**src/rtl/ucode_pipeline_pkg.sv**
```systemverilog
// Shared definitions for the microprogram pipeline: microword field positions,
// condition-select codes, the reset microword and the interrupt vector encoding.
package ucode_pkg;

   localparam int I_LSB     = 0;
   localparam int BR_LSB    = 4;
   localparam int CCEN_BIT  = 8;
   localparam int CSEL_LSB  = 9;
   localparam int CPOL_BIT  = 12;
   localparam int CI_BIT    = 13;
   localparam int RLD_BIT   = 14;
   localparam int OPSTB_BIT = 15;
   localparam int IACK_BIT  = 16;
   localparam int CTRL_LSB  = 17;

   typedef enum logic [2:0] {
      CSEL_S0   = 3'd0,
      CSEL_S1   = 3'd1,
      CSEL_S2   = 3'd2,
      CSEL_S3   = 3'd3,
      CSEL_S4   = 3'd4,
      CSEL_IRQ  = 3'd5,
      CSEL_FULL = 3'd6,
      CSEL_ONE  = 3'd7
   } csel_e;

   // JZ with carry-in, register load and the condition test forced to pass.
   localparam logic [31:0] RESET_WORD = (32'd1 << CI_BIT) | (32'd1 << RLD_BIT) | (32'd1 << CCEN_BIT);

   localparam logic [3:0] VEC_BASE = 4'b1000;

   function automatic logic [3:0] vec_of(input logic [1:0] idx);
      return VEC_BASE | {1'b0, idx, 1'b0};
   endfunction

endpackage

```
**src/rtl/ucode_pipeline_irq_prioritizer.sv**
```systemverilog
// Interrupt edge capture, pending register and highest-priority vector encode.
module irq_prioritizer
   import ucode_pkg::*;
(
   input  logic       clk,
   input  logic       rst,
   input  logic [3:0] irq,
   input  logic       iack,
   input  logic       vect,   // active low: the vector is frozen while the sequencer reads it
   output logic [3:0] pend,
   output logic [3:0] vecreg
);

   logic [3:0] prev;
   logic [3:0] edges;
   logic [3:0] clr;
   logic [3:0] pend_next;
   logic [3:0] vec_next;

   // NOTE: every always_comb output gets a default first so no path can infer a latch.
   always_comb begin
      edges = irq & ~prev;
      clr   = '0;
      if (iack && vecreg[3]) clr[vecreg[2:1]] = 1'b1;
      // A fresh edge is OR-ed in after the clear so it survives an acknowledge.
      pend_next = (pend & ~clr) | edges;
      vec_next  = '0;
      for (int k = 0; k < 4; k++) begin
         if (pend_next[k]) vec_next = vec_of(2'(k));
      end
   end

   // NOTE: sequential state uses non-blocking assignments so all registers see pre-edge values.
   always_ff @(posedge clk) begin
      if (rst) begin
         prev   <= '0;
         pend   <= '0;
         vecreg <= '0;
      end else begin
         prev <= irq;
         pend <= pend_next;
         if (vect) vecreg <= vec_next;
      end
   end

endmodule

```
**src/rtl/ucode_pipeline.sv**
```systemverilog
// Microprogram pipeline register with sequencer glue: D-bus source mux,
// condition select, one-entry macro-opcode map buffer and interrupt vectoring.
module ucode_pipeline
   import ucode_pkg::*;
#(
   parameter int CTRL_W = 15
) (
   input  logic              CP,
   input  logic              RESET,
   input  logic [11:0]       Y,
   input  logic              PL,
   input  logic              MAP,
   input  logic              VECT,
   output logic [11:0]       ROM_ADDR,
   input  logic [31:0]       ROM_DATA,
   output logic [3:0]        I,
   output logic [3:0]        D_OUT,
   output logic              CC,
   output logic              CCEN,
   output logic              RLD,
   output logic              CI,
   input  logic              OP_VALID,
   input  logic [3:0]        OP_CODE,
   output logic              OP_READY,
   input  logic [3:0]        IRQ,
   input  logic [4:0]        STATUS,
   output logic [CTRL_W-1:0] CTRL,
   output logic              ERR_UNDERRUN
);

   logic [31:0] pipe;
   logic [4:0]  stat;
   logic [3:0]  mapreg;
   logic        full;
   logic [3:0]  pend;
   logic [3:0]  vecreg;
   logic [3:0]  br;
   csel_e       csel;
   logic        cpol;
   logic        opstb;
   logic        iack;
   logic        load;
   logic        selected;

   assign ROM_ADDR = Y;

   assign I     = pipe[I_LSB +: 4];
   assign br    = pipe[BR_LSB +: 4];
   assign CCEN  = pipe[CCEN_BIT];
   assign csel  = csel_e'(pipe[CSEL_LSB +: 3]);
   assign cpol  = pipe[CPOL_BIT];
   assign CI    = pipe[CI_BIT];
   assign RLD   = pipe[RLD_BIT];
   assign opstb = pipe[OPSTB_BIT];
   assign iack  = pipe[IACK_BIT];
   assign CTRL  = pipe[CTRL_LSB +: CTRL_W];

   always_ff @(posedge CP) begin
      if (RESET) begin
         pipe <= RESET_WORD;
         stat <= '0;
      end else begin
         pipe <= ROM_DATA;
         stat <= STATUS;
      end
   end

   assign OP_READY = ~full | opstb;
   assign load     = OP_VALID & OP_READY;

   // Reset takes priority, so an opcode offered in the reset cycle is dropped.
   always_ff @(posedge CP) begin
      if (RESET) begin
         full         <= 1'b0;
         mapreg       <= '0;
         ERR_UNDERRUN <= 1'b0;
      end else begin
         if (load) begin
            mapreg <= OP_CODE;
            full   <= 1'b1;
         end else if (opstb) begin
            full <= 1'b0;
         end
         if (opstb && !full) ERR_UNDERRUN <= 1'b1;
      end
   end

   irq_prioritizer u_irq (
      .clk    (CP),
      .rst    (RESET),
      .irq    (IRQ),
      .iack   (iack),
      .vect   (VECT),
      .pend   (pend),
      .vecreg (vecreg)
   );

   always_comb begin
      if (!PL)        D_OUT = br;
      else if (!MAP)  D_OUT = mapreg;
      else if (!VECT) D_OUT = vecreg;
      else            D_OUT = 4'h0;
   end

   always_comb begin
      unique case (csel)
         CSEL_IRQ:  selected = |pend;
         CSEL_FULL: selected = full;
         CSEL_ONE:  selected = 1'b1;
         default:   selected = stat[csel];
      endcase
   end

   // The sequencer's CC input is active low: low means the test passed.
   assign CC = ~(selected ^ cpol);

endmodule

```
**config.mk**
```make
export PLATFORM = sky130hd
export DESIGN_NAME = ucode_pipeline
export DESIGN_NICKNAME = d
export VERILOG_FILES = /design/src/rtl/ucode_pipeline_pkg.sv /design/src/rtl/ucode_pipeline_irq_prioritizer.sv /design/src/rtl/ucode_pipeline.sv
export SDC_FILE = /design/constraint.sdc
export NUM_CORES = 1
export LEC_CHECK = 0
export ABC_AREA = 1
export BUFFER_PORTS_ARGS = -buffer_cell sky130_fd_sc_hd__buf_4
export CORE_UTILIZATION = 41
export DETAILED_ROUTE_END_ITERATION = 6
export PLACE_DENSITY_LB_ADDON = 0.12
export SYNTH_ARGS = -nofsm -noshare
export SYNTH_HDL_FRONTEND = slang
export SYNTH_HIERARCHICAL = 1
export SYNTH_SLANG_ARGS = --single-unit
```
**constraint.sdc**
```tcl
create_clock -name CP -period 0.96 [get_ports CP]
set_input_delay 0.048 -clock CP [delete_from_list [all_inputs] [get_ports CP]]
set_output_delay 0.048 -clock CP [all_outputs]
set_load 0.03 [all_outputs]
```
==> results of run 1 <==
[power breakdown]
| part | internal [mW] | leakage (nW) | switching (mW) |
|---|---|---|---|
| combinational | 0.592 | 1.19 | 0.537 |
| sequential | 2.38 | 0.453 | 0.0530 |
| clock | 0.781 | 0.0524 | 0.711 |
| total | 3.75 | 1.70 | 1.30 |
[through the flow]
step	instance area (µm²)	utilization [%]	std cells	setup WS (ps)	hold WS [ps]
after floorplan	2170	-	266	2.875	145.1
after global placement	2663	52.13	387	-97.47	96.20
after detailed placement	2663	52.13	387	-132.8	96.20
after CTS	3324	65.09	446	-424.1	51.30
after global routing	3471	67.96	450	-492.7	60.39
final	3471	67.96	450	-378.8	66.75
[cells in the mapped netlist (all sizes together)]
master,n,area share [%]
clkinv,2,0.40
o211ai,4,1.4
o21a,4,1.4
a21oi,12,3.6
conb,1,0.17
nand3b,1,0.35
nor2,49,8.6
or2,8,2.4
inv,51,8.8
o21ai,9,3.1
nand3,8,2.1
buf,35,12
dfxtp,54,50
nand2,24,5.3
clkbuf,4,0.69
[kinds of logic (layout without fill, tap and decap cells)]
group                  Yosys count  in the layout  synth area share, %
DFF                             54             54                49.88
buffers and inverters           92            205                21.71
other                            1              1               0.1730
AOI/OAI and AO/OA               29             29                9.526
and+or+nand+nor                 90             91                18.71
[area by class of cell]
cell class	count	area [µm²]	share of cell area (%)
well taps	70	87.58	2.523
flip-flops and latches	54	1096	31.58
clock buffers	7	76.32	2.199
repair buffers	144	1242	35.80
clock inverters	1	30.03	0.8652
multi-input cells	121	733.2	21.12
inverters	53	205.2	5.912
[worst max-delay path, stage by stage, from the launching register on]
cell      delay [ps]
dfxtp_2          360
inv_2             60
nor2_2            70
nand3b_1          80
nand2_1           70
nand2_1           70
nand2_1           60
nand2_1           60
nand2_2           60
buf_6            120
[repair_timing]
action | in CTS | in global routing
cloned | 1 | 0
pin swaps | 9 | 14
gates resized for setup | 24 | 30
hold endpoints to repair | 45 | 0
hold buffers | 45 | 0
setup endpoints to repair | 13 | 18
buffers inserted | 5 | 4
[registers in the layout, indices dropped and copies added (netlist names)]
name,flops
u_irq/pend,4
mapreg,4
u_irq/prev,4
full,1
pipe,32
ERR_UNDERRUN,1
stat,5
u_irq/vecreg,3
[worst max path at each step]
| stage | to | from |
|---|---|---|
| final | CC | pipe[9] |
| after global routing | CC | pipe[9] |
| after CTS | CC | pipe[9] |
| after detailed placement | CC | pipe[9] |
| after global placement | CC | pipe[9] |
| after floorplan | CC | pipe[9] |
[routing by layer]
| layer | up-vias | routed length [µm] | track usage [%] |
|---|---|---|---|
| li1 | 977 | - | - |
| met2 | 57 | 2392 | 30.03 |
| met4 | 0 | 48 | 5.451 |
| met5 | - | 0 | 0 |
| met3 | 6 | 293 | 5.622 |
| met1 | 838 | 1978 | 19.13 |
==> key figures, run 1 <==
Critical path
  – Crit path arrival time: 1290 ps
  – CP max FO: 4
  – CP Class: reg -> out
  – Critical path capture point type: output port
  – Reg2reg end: u_irq/vecreg[3]
  – CP Data Required Time: 910 ps
  – R2r worst-path depth: 6
  – RR Startpoint: u_irq/vecreg[1]
  – R2R setup slack: -180 ps
  – Setup crit start kind: flop

Synthesis
  – Synthesized cell area: 2167 µm²
  – Unique cell type count in the Yosys netlist: 26
  – Synth Net Count: 329
  – Gate Count Post-Synth: 266
  – Post-synthesis sequential area ratio: 49.88%
  – Synth Area per Inst: 8.147 µm²
  – YS warnings: 6
  – Yosys reg bits: 54

Min path
  – Hold EP: mapreg[2]
  – Hold Crit Start: OP_VALID
  – Hold depth: 3
  – Worst Hold Class: in -> reg

Global routing
  – Largest net degree at the start of global routing: 33
  – Overflow after GRT: 0
  – Number of global-route vias before repair: 1769
  – Initial antenna violation count: 0
  – Total GRT Usage: 16.92%
  – First-pass GRT wire length: approximately 7300 µm

Clocking
  – Clk root buf: clkbuf_8
  – CTS Sinks: 54
  – # H-tree levels: 2
  – Skew-Pair Late Insertion Delay: 300 ps
  – CTS buffer count: 5
  – Clk pin slew, worst setup/hold paths: 90 ps
  – CTS Buffer Depth: 2
  – CTS tree: done

Final layout
  – Most frequent cells in the layout: buf_4, dfxtp_1, dlygate4sd3_1
  – Syn-to-layout area delta: 60.16%
  – # fillers: 441
  – Layout cell share with drive strength beyond 1: a little over two fifths
  – Commonest non-fill, non-tap cell in the layout: buf_4
  – Nets@finish: 442
  – N_diodes: 0

Detailed routing
  – Antenna-violating nets left: 0
  – Vias per inst: between 4 and 5
  – Post-route DRC violation count: 0
  – Final WL: ~4700 µm
  – TritonRoute pass-1 iters: 4
  – First DRT Iteration DRCs: 17
  – Vias: 1878
  – Post-DR wirelength/cell: 10.47 µm

STA
  – Period utilization: 139.5%
  – Tmin final: 1339 ps
  – FMAX: 747.0 MHz
  – RSZ-0062 raised after global routing: true
  – Setup tns final: -2365 ps
  – Setup Skew: ~2.9 ps
  – Final Hold Viols: 0
  – Final Setup Violations: 18
  – Final worst slack: -378.8 ps
  – Final Max Slew Viols: 0

Die
  – Ports: 104
  – Rows: 26
  – Die area: 5580 µm²
  – Die Width: 74.70 µm
  – DIE HEIGHT: 74.70 µm
  – Core Area: 5107 µm²
  – Initial Util: 42.43%

Placed design
  – HPWL Detailed: 2826 µm
  – PortBufs: 79
  – Routability Congestion: 0.7676

Outcome
  – Status: complete, but fails checks
  – Failing checks: setup timing

Power
  – Total chip power: 5.051 mW
  – PD cells: 1455 nW/µm²
  – Static leakage: 1.699 nW
  – Max VDD drop: 0.9425 mV

Flow run
  – MaxCap Viol Count: 0
Note: power is estimated with default switching activity, not from simulation.
==> run 2, diff against run 1 <==
--- a/config.mk
+++ b/config.mk
@@ -12,5 +12,5 @@
 export PLACE_DENSITY_LB_ADDON = 0.12
 export SYNTH_ARGS = -nofsm -noshare
 export SYNTH_HDL_FRONTEND = slang
-export SYNTH_HIERARCHICAL = 1
 export SYNTH_SLANG_ARGS = --single-unit
+export TNS_END_PERCENT = 5
==> run 2 against run 1 <==
Effect of this change:
- the flow still finishes with violations (setup timing)
- fmax fell by 6.6%
- setup slack got worse by 94 ps
- synthesized area fell by 4.0%
- clock skew rose by 5.3 ps
- critical path type unchanged
- highest routed layer unchanged
==> key figures, run 2 <==
Outcome
  – Status: complete, but fails checks
  – Failing checks: setup timing

Synthesis
  – Gate Count Post-Synth: 272 (+2.3%)
  – Unique cell type count in the Yosys netlist: 18 (-31%)
  – Synth Net Count: 335 (+1.8%)
  – Yosys reg bits: 54 (unchanged)
  – Post-synthesis sequential area ratio: 51.95% (+2.1 points)
  – Synthesized cell area: 2081 µm² (-4.0%)
  – Synth area leader: dfxtp_1
  – Top-count cell post-synth: nor2_1
  – YS warnings: 0 (-6)
  – Top-area cell type share of the netlist area: 51.95% (+2.1 points)
  – Ys flop type: dfxtp_1
  – Synth Area per Inst: 7.650 µm² (-6.1%)
  – Post-synth EDFFs: 0 (unchanged)
  – Commonest cells in the netlist: nor2_1, dfxtp_1, inv_1, nand2_1, buf_4
  – Ranking of synthesized cells by area: dfxtp_1, nor2_1, buf_4
  – Post-synth ARST share: 0% (unchanged)

Power
  – Clock Power Share: 31.5% (+2.0 points)
  – Comb pwr share: 19.1% (-3.2 points)
  – Share of power burned in registers: 49.4% (+1.3 points)
  – Sw Ratio: 25.66% (-0.081 points)
  – Max VDD drop: 0.7402 mV (-21%)
  – PD cells: 1531 nW/µm² (+5.2%)
  – Total internal power: 3.668 mW (-2.2%)
  – Static leakage: 1.661 nW (-2.3%)
  – Net Switching: 1.266 mW (-2.6%)

STA
  – Measured slew at the worst slew-check pin: between 300 and 400 ps
  – Final Hold Viols: 0 (unchanged)
  – Tmin final: 1433 ps (+94.15 ps)
  – Fin Hold WS: 35.29 ps (-31.47 ps)
  – Slew margin rel.: 76.75%
  – RSZ-0062 raised after global routing: true
  – FMAX: 697.9 MHz (-6.6%)
  – Final worst slack: -472.9 ps (-94.15 ps)
  – Period utilization: 149.3% (+9.8 points)
  – Setup Skew: 8.265 ps (+5.340 ps)
  – Final Setup Violations: 11 (-7)
  – Final Max Slew Viols: 0 (unchanged)

Final layout
  – Layout cell share with drive strength beyond 1: 33.33% (-8.5 points)
  – Most frequent cells in the layout: buf_4, nor2_1, dfxtp_1
  – Nets@finish: 440 (-0.45%)
  – N_diodes: 0 (unchanged)
  – Largest Register: pipe
  – Max reg flops: 32 (unchanged)
  – # fillers: 443 (+0.45%)
  – Syn-to-layout area delta: 54.90%
  – Commonest non-fill, non-tap cell in the layout: buf_4
  – Biggest regs: pipe x32, stat x5

Global routing
  – Largest net degree at the start of global routing: 34 (+3.0%)
  – Overflow after GRT: 0 (unchanged)
  – Number of global-route vias before repair: 1700 (-3.9%)
  – First-pass GRT wire length: 7031 µm (-3.1%)
  – Initial antenna violation count: 0 (unchanged)
  – Total GRT Usage: 17.32% (+0.39 points)

Detailed routing
  – Vias per inst: 4.072 (-2.4%)
  – Post-route DRC violation count: 0 (unchanged)
  – Antenna-violating nets left: 0 (unchanged)
  – Vias: 1812 (-3.5%)
  – Final WL: 4295 µm (-8.9%)
  – Post-DR wirelength/cell: 9.652 µm (-7.8%)
  – TritonRoute pass-1 iters: 3 (-1)
  – First DRT Iteration DRCs: 48 (+31)

Die
  – Rows: 25 (-3.8%)
  – Core Area: 4817 µm² (-5.7%)
  – Ports: 104 (unchanged)
  – Die Width: 73.24 µm (-2.0%)
  – DIE HEIGHT: 73.24 µm (-2.0%)
  – Die area: 5364 µm² (-3.9%)
  – Initial Util: 43.19% (+0.76 points)

Flow run
  – MaxCap Viol Count: 0 (unchanged)

Critical path
  – Critical Path Most Common Cell: nand2_1
  – Worst-path cell chain: inv_4 -> nor2_1 -> nand3_1 -> o21ai_1 -> o21ai_1 -> nand2_1 -> nand2_1 -> nand2_1 -> buf_6
  – CP Class: reg -> out
  – Critical path capture point type: output port
  – Crit path arrival time: 1380 ps (+90 ps)
  – Setup crit start kind: flop
  – Slowest CP cell: dfxtp_4
  – CP max FO: 5 (+1)
  – R2r worst-path depth: 9 (+3)
  – Delay of the slowest critical-path stage: 380 ps (+20 ps)
  – CP Data Required Time: 910 ps (about the same)

Placed design
  – Pre-CTS setup slack: -186.1 ps (-53.23 ps)
  – HPWL Detailed: 2639 µm (-6.6%)
  – PortBufs: 79 (unchanged)
  – Routability Congestion: 0.7488 (-2.4%)

Clocking
  – Clk pin slew, worst setup/hold paths: 100 ps (about the same)
  – Skew-Pair Late Insertion Delay: 310 ps (about the same)
  – CTS buffer count: 5 (unchanged)
  – CTS tree: done
  – CTS Buffer Depth: 2 (unchanged)
  – # H-tree levels: 2 (unchanged)
  – CTS Sinks: 54 (unchanged)
  – Clk root buf: clkbuf_8

Min path
  – Worst Hold Class: in -> reg
  – Hold depth: 3 (unchanged)
## run 2: changes by cell type in the layout (fill, tap and decap cells not counted), sizes merged, moves of 2 or more
cell | previous run | this run
o211ai | 4 | 0
nand2 | 25 | 34
inv | 51 | 53
o21a | 4 | 0
nor2 | 49 | 66
a21oi | 12 | 9
buf | 99 | 89
or2 | 8 | 3
clkbuf | 7 | 5
nand3 | 8 | 4
## run 2: per-layer routing
metal  vias up  track usage, %  wire [µm]
met2        56           30.14       2165
met4         0           7.625         72
met5         -               0          0
li1        971               -          -
met1       778           18.98       1762
met3         7           5.939        295
## run 2: cell families (layout without fill, tap and decap cells)
logic type	count (synthesis)	in the layout	synth area share, %
and+or+nand+nor	107	107	20.26
DFF	54	54	51.95
buffers and inverters	89	195	21.71
AOI/OAI and AO/OA	22	22	6.074
## run 2: power by group through the flow
stage / clock, mW / combinational (mW) / sequential, mW
global route: 1.71 / 1.03 / 2.45
floorplan: 0 / 0.538 / 2.49
detailed placement: 0 / 0.760 / 2.48
finish: 1.55 / 0.944 / 2.44
global placement: 0 / 0.756 / 2.48
CTS: 1.63 / 0.929 / 2.44
## run 2: what timing repair did
action,CTS,global route
setup buffers,0,0
gates cloned,0,0
hold buffers,46,0
hold endpoints to repair,46,0
pin swaps,3,2
setup endpoints to repair,17,17
gates resized for setup,16,10
## run 2: critical path: cells and delay by family, from the launching register on
kind | cells | cell delay, ps
simple gates | 5 | 280
buf+inv | 2 | 180
compound gates | 2 | 220
flops | 1 | 380
## run 2: final cells by class
cell class | instances | area, µm² | area share (%)
clock buffer | 5 | 68.82 | 2.135
multi-input combinational | 129 | 581.8 | 18.05
inverter | 52 | 197.7 | 6.134
clock inverter | 3 | 47.55 | 1.475
timing repair buffer | 135 | 1147 | 35.60
tap | 67 | 83.83 | 2.601
sequential | 54 | 1096 | 34.01
## run 2: path summary, 6_finish.rpt
path                                       from               to  slack, ps
worst max register to register  u_irq.vecreg[2]  u_irq.vecreg[3]       -150
worst min register to register        mapreg[2]        mapreg[2]        490
worst min-delay path                       VECT  u_irq.vecreg[2]         40
worst max-delay path                    pipe[9]               CC       -470
## run 2: metrics by stage
step	power (mW)	util (%)	setup TNS [ps]	area, µm²	cells
2_1_floorplan	3.029	-	-277.6	2083	272
3_3_place_gp	3.237	53.53	-545.2	2579	391
3_5_place_dp	3.244	53.53	-783.8	2579	391
4_1_cts	4.998	66.29	-1877	3193	445
5_1_grt	5.198	66.91	-2758	3223	445
6_report	4.935	66.91	-1753	3223	445
